--- src/rtl/seq_addsub_lcu_if.sv ---
// Handshake/data bundle between the ALU controller (master) and the
// sequential add/subtract unit (slave).
interface seq_addsub_lcu_if #(
  parameter int WIDTH = 32
);
  logic             start;
  logic             sub;
  logic [WIDTH-1:0] a;
  logic [WIDTH-1:0] b;
  logic             busy;
  logic             done;
  logic [WIDTH-1:0] sum;
  logic             carry_out;
  logic             zero;
  logic             overflow;

  modport master (
    output start, sub, a, b,
    input  busy, done, sum, carry_out, zero, overflow
  );

  modport slave (
    input  start, sub, a, b,
    output busy, done, sum, carry_out, zero, overflow
  );
endinterface

--- src/rtl/seq_addsub_lcu.sv ---
// Multi-cycle WIDTH-bit adder/subtractor. One 2-bit digit per clock,
// the digit carry is resolved with 2-bit lookahead and registered between
// digits. Subtraction is a + ~b + 1 (carry-in seeded with sub).
// Optional status flags (zero, overflow) are built only when the macro
// SEQ_ADDSUB_FLAGS_EN is defined; otherwise both outputs are tied low.
module seq_addsub_lcu #(
  parameter int WIDTH = 32
) (
  input logic            clk,
  input logic            rst,
  seq_addsub_lcu_if.slave bus
);
  localparam int DIGITS = WIDTH / 2;
  localparam int CW     = (DIGITS > 1) ? $clog2(DIGITS) : 1;
  localparam logic [CW-1:0] LAST = CW'(DIGITS - 1);

  typedef enum logic {IDLE, RUN} state_t;

  state_t           state_r;
  logic [CW-1:0]    cnt_r;
  logic [WIDTH-1:0] a_r;
  logic [WIDTH-1:0] b_r;
  logic [WIDTH-1:0] acc_r;
  logic             c_r;
  logic             busy_r;
  logic             done_r;
  logic [WIDTH-1:0] sum_r;
  logic             carry_r;
  logic [2:0]       digit_s;
  logic [WIDTH-1:0] next_acc_s;
`ifdef SEQ_ADDSUB_FLAGS_EN
  logic             zero_r;
  logic             ovf_r;
`endif

  // 2-bit lookahead digit: returns {carry_next, sum1, sum0}.
  function automatic logic [2:0] lcu_digit(input logic [1:0] da,
                                           input logic [1:0] db,
                                           input logic       cin);
    logic [1:0] p;
    logic [1:0] g;
    p = da ^ db;
    g = da & db;
    lcu_digit = {g[1] | (p[1] & g[0]) | (p[1] & p[0] & cin),
                 p[1] ^ (g[0] | (p[0] & cin)),
                 p[0] ^ cin};
  endfunction

  // Current digit result and the accumulator with that digit shifted in at the MSB end.
  always_comb begin
    digit_s    = lcu_digit(a_r[1:0], b_r[1:0], c_r);
    next_acc_s = {digit_s[1:0], acc_r[WIDTH-1:2]};
  end

  // Control FSM, operand/accumulator datapath and registered result outputs.
  always_ff @(posedge clk) begin
    if (rst) begin
      state_r <= IDLE;
      cnt_r   <= {CW{1'b0}};
      a_r     <= {WIDTH{1'b0}};
      b_r     <= {WIDTH{1'b0}};
      acc_r   <= {WIDTH{1'b0}};
      c_r     <= 1'b0;
      busy_r  <= 1'b0;
      done_r  <= 1'b0;
      sum_r   <= {WIDTH{1'b0}};
      carry_r <= 1'b0;
`ifdef SEQ_ADDSUB_FLAGS_EN
      zero_r  <= 1'b0;
      ovf_r   <= 1'b0;
`endif
    end else begin
      case (state_r)
        IDLE: begin
          done_r <= 1'b0;
          if (bus.start) begin
            a_r     <= bus.a;
            b_r     <= bus.sub ? ~bus.b : bus.b;
            c_r     <= bus.sub;
            cnt_r   <= {CW{1'b0}};
            busy_r  <= 1'b1;
            state_r <= RUN;
          end else begin
            busy_r  <= 1'b0;
            state_r <= IDLE;
          end
        end
        RUN: begin
          acc_r <= next_acc_s;
          a_r   <= {2'b00, a_r[WIDTH-1:2]};
          b_r   <= {2'b00, b_r[WIDTH-1:2]};
          c_r   <= digit_s[2];
          cnt_r <= cnt_r + CW'(1);
          if (cnt_r == LAST) begin
            // Last digit: a_r[1]/b_r[1] now hold the original operand MSBs.
            state_r <= IDLE;
            busy_r  <= 1'b0;
            done_r  <= 1'b1;
            sum_r   <= next_acc_s;
            carry_r <= digit_s[2];
`ifdef SEQ_ADDSUB_FLAGS_EN
            zero_r  <= (next_acc_s == {WIDTH{1'b0}});
            ovf_r   <= (a_r[1] == b_r[1]) && (digit_s[1] != a_r[1]);
`endif
          end else begin
            state_r <= RUN;
            busy_r  <= 1'b1;
            done_r  <= 1'b0;
          end
        end
        default: begin
          state_r <= IDLE;
          busy_r  <= 1'b0;
          done_r  <= 1'b0;
        end
      endcase
    end
  end

  assign bus.busy      = busy_r;
  assign bus.done      = done_r;
  assign bus.sum       = sum_r;
  assign bus.carry_out = carry_r;
`ifdef SEQ_ADDSUB_FLAGS_EN
  assign bus.zero      = zero_r;
  assign bus.overflow  = ovf_r;
`else
  assign bus.zero      = 1'b0;
  assign bus.overflow  = 1'b0;
`endif
endmodule

--- src/flat_wrapper.sv ---
// flat-port wrapper written by rule: the top's interface ports become plain ports
module seq_addsub_lcu_flat 
#(
  parameter int WIDTH = 32
)
  (clk, rst, bus_start, bus_sub, bus_a, bus_b, bus_busy, bus_done, bus_sum, bus_carry_out, bus_zero, bus_overflow);
  seq_addsub_lcu_if #(.WIDTH(WIDTH)) bus_i ();
  input logic clk;
  input logic rst;
  input wire logic [$bits(bus_i.start)-1:0] bus_start;
  input wire logic [$bits(bus_i.sub)-1:0] bus_sub;
  input wire logic [$bits(bus_i.a)-1:0] bus_a;
  input wire logic [$bits(bus_i.b)-1:0] bus_b;
  output wire logic [$bits(bus_i.busy)-1:0] bus_busy;
  output wire logic [$bits(bus_i.done)-1:0] bus_done;
  output wire logic [$bits(bus_i.sum)-1:0] bus_sum;
  output wire logic [$bits(bus_i.carry_out)-1:0] bus_carry_out;
  output wire logic [$bits(bus_i.zero)-1:0] bus_zero;
  output wire logic [$bits(bus_i.overflow)-1:0] bus_overflow;
  assign bus_i.start = bus_start;
  assign bus_i.sub = bus_sub;
  assign bus_i.a = bus_a;
  assign bus_i.b = bus_b;
  assign bus_busy = bus_i.busy;
  assign bus_done = bus_i.done;
  assign bus_sum = bus_i.sum;
  assign bus_carry_out = bus_i.carry_out;
  assign bus_zero = bus_i.zero;
  assign bus_overflow = bus_i.overflow;
  seq_addsub_lcu #(.WIDTH(WIDTH)) u_core (.clk(clk), .rst(rst), .bus(bus_i));
endmodule
--- config.mk ---
export PLATFORM = sky130hd
export DESIGN_NAME = seq_addsub_lcu_flat
export DESIGN_NICKNAME = d
export VERILOG_FILES = /design/src/rtl/seq_addsub_lcu_if.sv /design/src/rtl/seq_addsub_lcu.sv /design/src/flat_wrapper.sv
export SDC_FILE = /design/constraint.sdc
export NUM_CORES = 1
export LEC_CHECK = 0
export BUFFER_PORTS_ARGS = -buffer_cell sky130_fd_sc_hd__buf_4
export CAP_MARGIN = 10
export CORE_MARGIN = 2
export CORE_UTILIZATION = 55
export CTS_CLUSTER_SIZE = 25
export DETAILED_ROUTE_END_ITERATION = 12
export GPL_TIMING_DRIVEN = 0
export MAX_ROUTING_LAYER = met4
export PLACE_DENSITY = 0.79
export REMOVE_ABC_BUFFERS = 1
export SYNTH_ARGS = -nofsm -noshare
export SYNTH_HDL_FRONTEND = slang
export SYNTH_SLANG_ARGS = --single-unit
--- constraint.sdc ---
create_clock -name clk -period 1.6 [get_ports clk]
set_input_delay 0.32 -clock clk [delete_from_list [all_inputs] [get_ports clk]]
set_output_delay 0.32 -clock clk [all_outputs]
set_load 0.05 [all_outputs]
Word-level counts from Yosys, hierarchy flattened
Index checks and enable logic that the tools add are counted.
{ "classes": {"n_addsub": 1, "eq_ne": 2, "mux": 14, "bitwise": 13, "reduce_logical": 1} }
{ "ops": {"columns": ["cell", "count"], "rows": [
  ["case mux 32 bit (2 select lines)", 2],
  ["2-to-1 mux 32 bit", 3],
  ["NOT 32 bit", 1],
  ["case mux 4 bit (2 select lines)", 1],
  ["case mux 1 bit (2 select lines)", 3],
  ["adder 4 x 1 -> 4 bit, second input constant", 1],
  ["bitwise AND 1 bit", 4],
  ["equality test 4 bit, second input constant", 1],
  ["2-to-1 mux 1 bit", 4],
  ["2-to-1 mux 4 bit", 1],
  ["bitwise OR 1 bit", 3],
  ["bitwise AND 2 bit", 1],
  ["!= test 2 bit, second input constant", 1],
  ["AND reduction 2 bit", 1],
  ["bitwise XOR 1 bit", 2],
  ["bitwise XOR 2 bit", 1],
  ["NOT 1 bit", 1]
]} }
{ "word_totals": {"reg_bits": 136, "output_inout_bits": 37, "wordCells": 40} }

Logic depth before layout (Yosys ltp)
{ "depth": {"ltp_word": 5, "depth_mapped": 5} }

Worst setup path before layout
OpenSTA, ideal clock, no wires.
{ "synth_timing": {"path_kind": "reg2reg", "from": "register u_core.bus.busy (netlist name)", "to": "register u_core.acc_r[10]", "setup_time_ns": 0.128, "arrival_time_ns": 1.457, "required_ns": 1.472, "setup_slack_ns": 0.015, "path_stages_with_launch": 6, "period_less_slack_ns": 1.585, "path_cell_list": "dfxtp_1 -> buf_4 -> buf_2 -> buf_4 -> mux2i_1 -> nor2_1"} }
{ "synth_lines": {"columns": ["item", "line_no", "source"], "rows": [
  ["end signal: assignment", "seq_addsub_lcu.sv:62", "acc_r <= {WIDTH{1'b0}};"],
  ["end signal: assignment", "seq_addsub_lcu.sv:89", "acc_r <= next_acc_s;"],
  ["end: declaration", "seq_addsub_lcu.sv:23", "logic [WIDTH-1:0] acc_r;"]
]} }

Worst setup path in the final report
{ "layout_timing": {"from": "register u_core.cnt_r[0]", "to": "register u_core.sum_r[23] (netlist: u_core.bus.sum[23])"} }
{ "layout_between": {"elab_chain_cells": 2} }
{ "layout_lines": {"columns": ["item", "line_no", "source"], "rows": [
  ["start: declaration", "seq_addsub_lcu.sv:20", "logic [CW-1:0] cnt_r;"],
  ["start signal: assignment", "seq_addsub_lcu.sv:59", "cnt_r <= {CW{1'b0}};"],
  ["start signal: assignment", "seq_addsub_lcu.sv:80", "cnt_r <= {CW{1'b0}};"],
  ["start signal: assignment", "seq_addsub_lcu.sv:93", "cnt_r <= cnt_r + CW'(1);"],
  ["equality test 4 bit", "seq_addsub_lcu.sv:94", "if (cnt_r == LAST) begin"],
  ["AND reduction 2 bit (no line)", null, null],
  ["end signal: assignment", "seq_addsub_lcu.sv:66", "sum_r <= {WIDTH{1'b0}};"],
  ["end signal: assignment", "seq_addsub_lcu.sv:99", "sum_r <= next_acc_s;"],
  ["end: declaration", "seq_addsub_lcu.sv:27", "logic [WIDTH-1:0] sum_r;"]
]} }
No other way between the ends.
A chain may end at the register's enable or synchronous reset.

==> impl_results.md <==
- Routed len/inst: 14.5 um
- Commonest cells post-synth: dfxtp_1, nor2_1, mux2i_1, a21oi_1, xnor2_1
- Worst hold path class: primary input to flop
- Yosys cell types: 34
- Endpoint class of the critical path: flop
- Worst Setup Path Type: flop to flop
- Gr usage total: 22.3%
- Max_slew headroom: 26.5%
- Synthesis-to-layout area growth: 27.1%
- Worst-path clk slew: 0.06 ns
- Die area: 0.0111 mm2
- CTS H-tree depth: 4
- Commonest register cell after synthesis: dfxtp_1
- Crit path required time: 2.05 ns
- Critical Path AT: 1.95 ns
- GRT overflow: 0
- PortBufs: 102
- Leak: 3.06 nW
- DRT Pass-1 Iters: 5
- Count leader, synth: dfxtp_1
- Post-synth top area cell: dfxtp_1
- Top area cells in the synthesized netlist: dfxtp_1, mux2i_1, nor2_1, mux2_2, xnor2_1
- Startpoint Class: flop
- Routed wire length: 11600 um
- CTS tree: done
- Ys async rst share: 0%
- # hold bufs at CTS: 0
- RSZ-0062 raised after global routing: no
- Max FO, Critical Path: 16
- Core area: 0.0101 mm2
- Final GP Congestion: 0.719
- Number of max-cap violations: 0
- Final-report max-slew violation count: 0
- Pwr dens: 1110 mW/mm2
- EDFF count, synth: 0
- Setup WS pre-CTS: -0.931 ns
- Synth top area share: 47.5%
- Vias in the first global route: 4152
- Power Total: 8.00 mW
- DRC violations left: 0
- Period utilization: 94.1%
- Antenna-violating nets left: 0
- Die Span X: 105 um
- Setup Skew: 0.00927 ns
- Placed cells: 755
- TritonCTS Buffers: 17
- Ant diodes: 0
- Skew-Pair Late Insertion Delay: 0.51 ns
- FMAX: 664 MHz
- Flip-flop and latch count after synthesis: 134
- Status: completed
- Share of cells above drive strength 1: 27.8%
- Max VDD drop: 0.000648 V
- Detailed placement HPWL: 6370 um
- Final hold violations: 0
- Tmin final: 1.50 ns
- Row cnt: 37
- Post-synthesis instance total: 563
- Initial antenna violation count: 0
- Ports: 105
- Final hold slack: 0.0537 ns
- Final nets: 725
- First-pass GRT wire length: 19500 um
- Mapped Area: 0.00565 mm2
- Die Y-Extent: 105 um
- Sink Count: 134
- Final setup vio count: 0
- Pin count of the biggest net entering global routing: 104
- Synth warn: 0
- Via Count: 4301
- Fin worst setup slack: 0.0950 ns
- Worst slew pin tran: 1.10 ns
- Non-filler cells, final: 802
- Syn_area_per_cell: 10.0 um2
- Initial core utilization: 55.7%
- CTS max path bufs: 2
- Initial DRC Count: 192
- Final TNS setup: 0 ns
- Vias/cell: 5.36
- Sequential area share after synthesis: 47.5%
- Clock root cell: clkbuf_8
[layout by cell type, fill, tap and decap left out, types with 2 or more instances in the layout]
master | Yosys | routed
buf_4 | 8 | 108
bufbuf_16 | 0 | 4
conb_1 | 1 | 2
inv_6 | 0 | 5
inv_1 | 4 | 4
dfxtp_1 | 134 | 133
a211o_1 | 30 | 30
ha_1 | 3 | 2
nand2_1 | 32 | 32
mux2i_1 | 61 | 61
buf_12 | 0 | 3
a22o_1 | 31 | 31
mux2_2 | 30 | 30
xnor2_1 | 33 | 33
clkbuf_16 | 0 | 17
clkinvlp_4 | 0 | 4
nor2_1 | 97 | 97
nor2_4 | 0 | 2
nor3b_1 | 3 | 3
o31ai_1 | 2 | 2
a21oi_1 | 35 | 35
inv_8 | 0 | 2
a41oi_4 | 0 | 2
a211oi_1 | 5 | 5
[what timing repair did]
action / in CTS / in global routing
gates cloned: 6 / 0
setup endpoints to repair: 78 / 34
buffers inserted: 10 / 0
pin swaps: 4 / 0
hold endpoints to repair: 0 / 0
resized for setup: 7 / 1
[through the flow]
stage,utilization [%],cell area (um2)
5_1_grt,70.9,7190
4_1_cts,71.1,7210
2_1_floorplan,-,5360
3_3_place_gp,62.1,6290
3_5_place_dp,62.7,6360
6_report,70.9,7190
[critical path: stages (launching register included)]
cell     delay [ns]
dfxtp_1        0.39
ha_2           0.31
nand4_1        0.14
buf_4          0.18
nor2_4         0.12
buf_12         0.17
a22o_1         0.14
[area by class of cell]
type                       instances  area, um2
clock buffer                      19        443
clock inverter                    13        110
fill                             750       2950
inverter                           4       15.0
multi-input combinational        379       2720
sequential                       134       2690
tap                              136        170
timing repair buffer             117       1040
[cells by family (layout without fill, tap and decap cells)]
group | Yosys count | in the layout | share of synthesized area [%]
compound gates | 108 | 109 | 14.3
xor+xnor | 34 | 34 | 5.27
fa+ha+maj | 4 | 4 | 1.02
buf+inv | 53 | 153 | 5.53
flops | 134 | 134 | 47.5
mux | 91 | 91 | 16.8
other cells | 1 | 2 | 0.0664
simple gates | 138 | 139 | 9.59
[sequential cells by signal, indices dropped and copies added (netlist names)]
register / count
u_core.a_r: 32
u_core.bus.sum: 32
u_core.c_r: 1
u_core.bus.carry_out: 1
u_core.bus.busy: 1
u_core.acc_r: 30
u_core.bus.done: 1
u_core.b_r: 32
u_core.cnt_r: 4
[path summary, 6_finish.rpt]
kind	from	endpoint	slack (ns)	cells after the start
max	u_core.cnt_r[0]	u_core.bus.sum[23]	0.1	6
max reg2reg	u_core.cnt_r[0]	u_core.bus.sum[23]	0.1	6
min reg2reg	u_core.b_r[2]	u_core.b_r[0]	0.46	2
min	bus_a[30]	u_core.a_r[30]	0.05	3
[power by group]
part	total, mW	switching, mW	internal (mW)	leakage [nW]
combinational	0.905	0.416	0.488	1.70
clock	3.56	1.52	2.04	0.261
sequential	3.54	0.0717	3.47	1.09
[routing by layer]
| metal | wire length, um | part of all wire (%) | global-route usage, % |
|---|---|---|---|
| met1 | 4990 | 43 | 25.7 |
| met2 | 5850 | 50 | 37.5 |
| met3 | 681 | 5.9 | 7.05 |
| met4 | 89 | 0.77 | 5.90 |
| met5 | 0 | 0 | - |
Note: power is estimated with default switching activity, not from simulation.
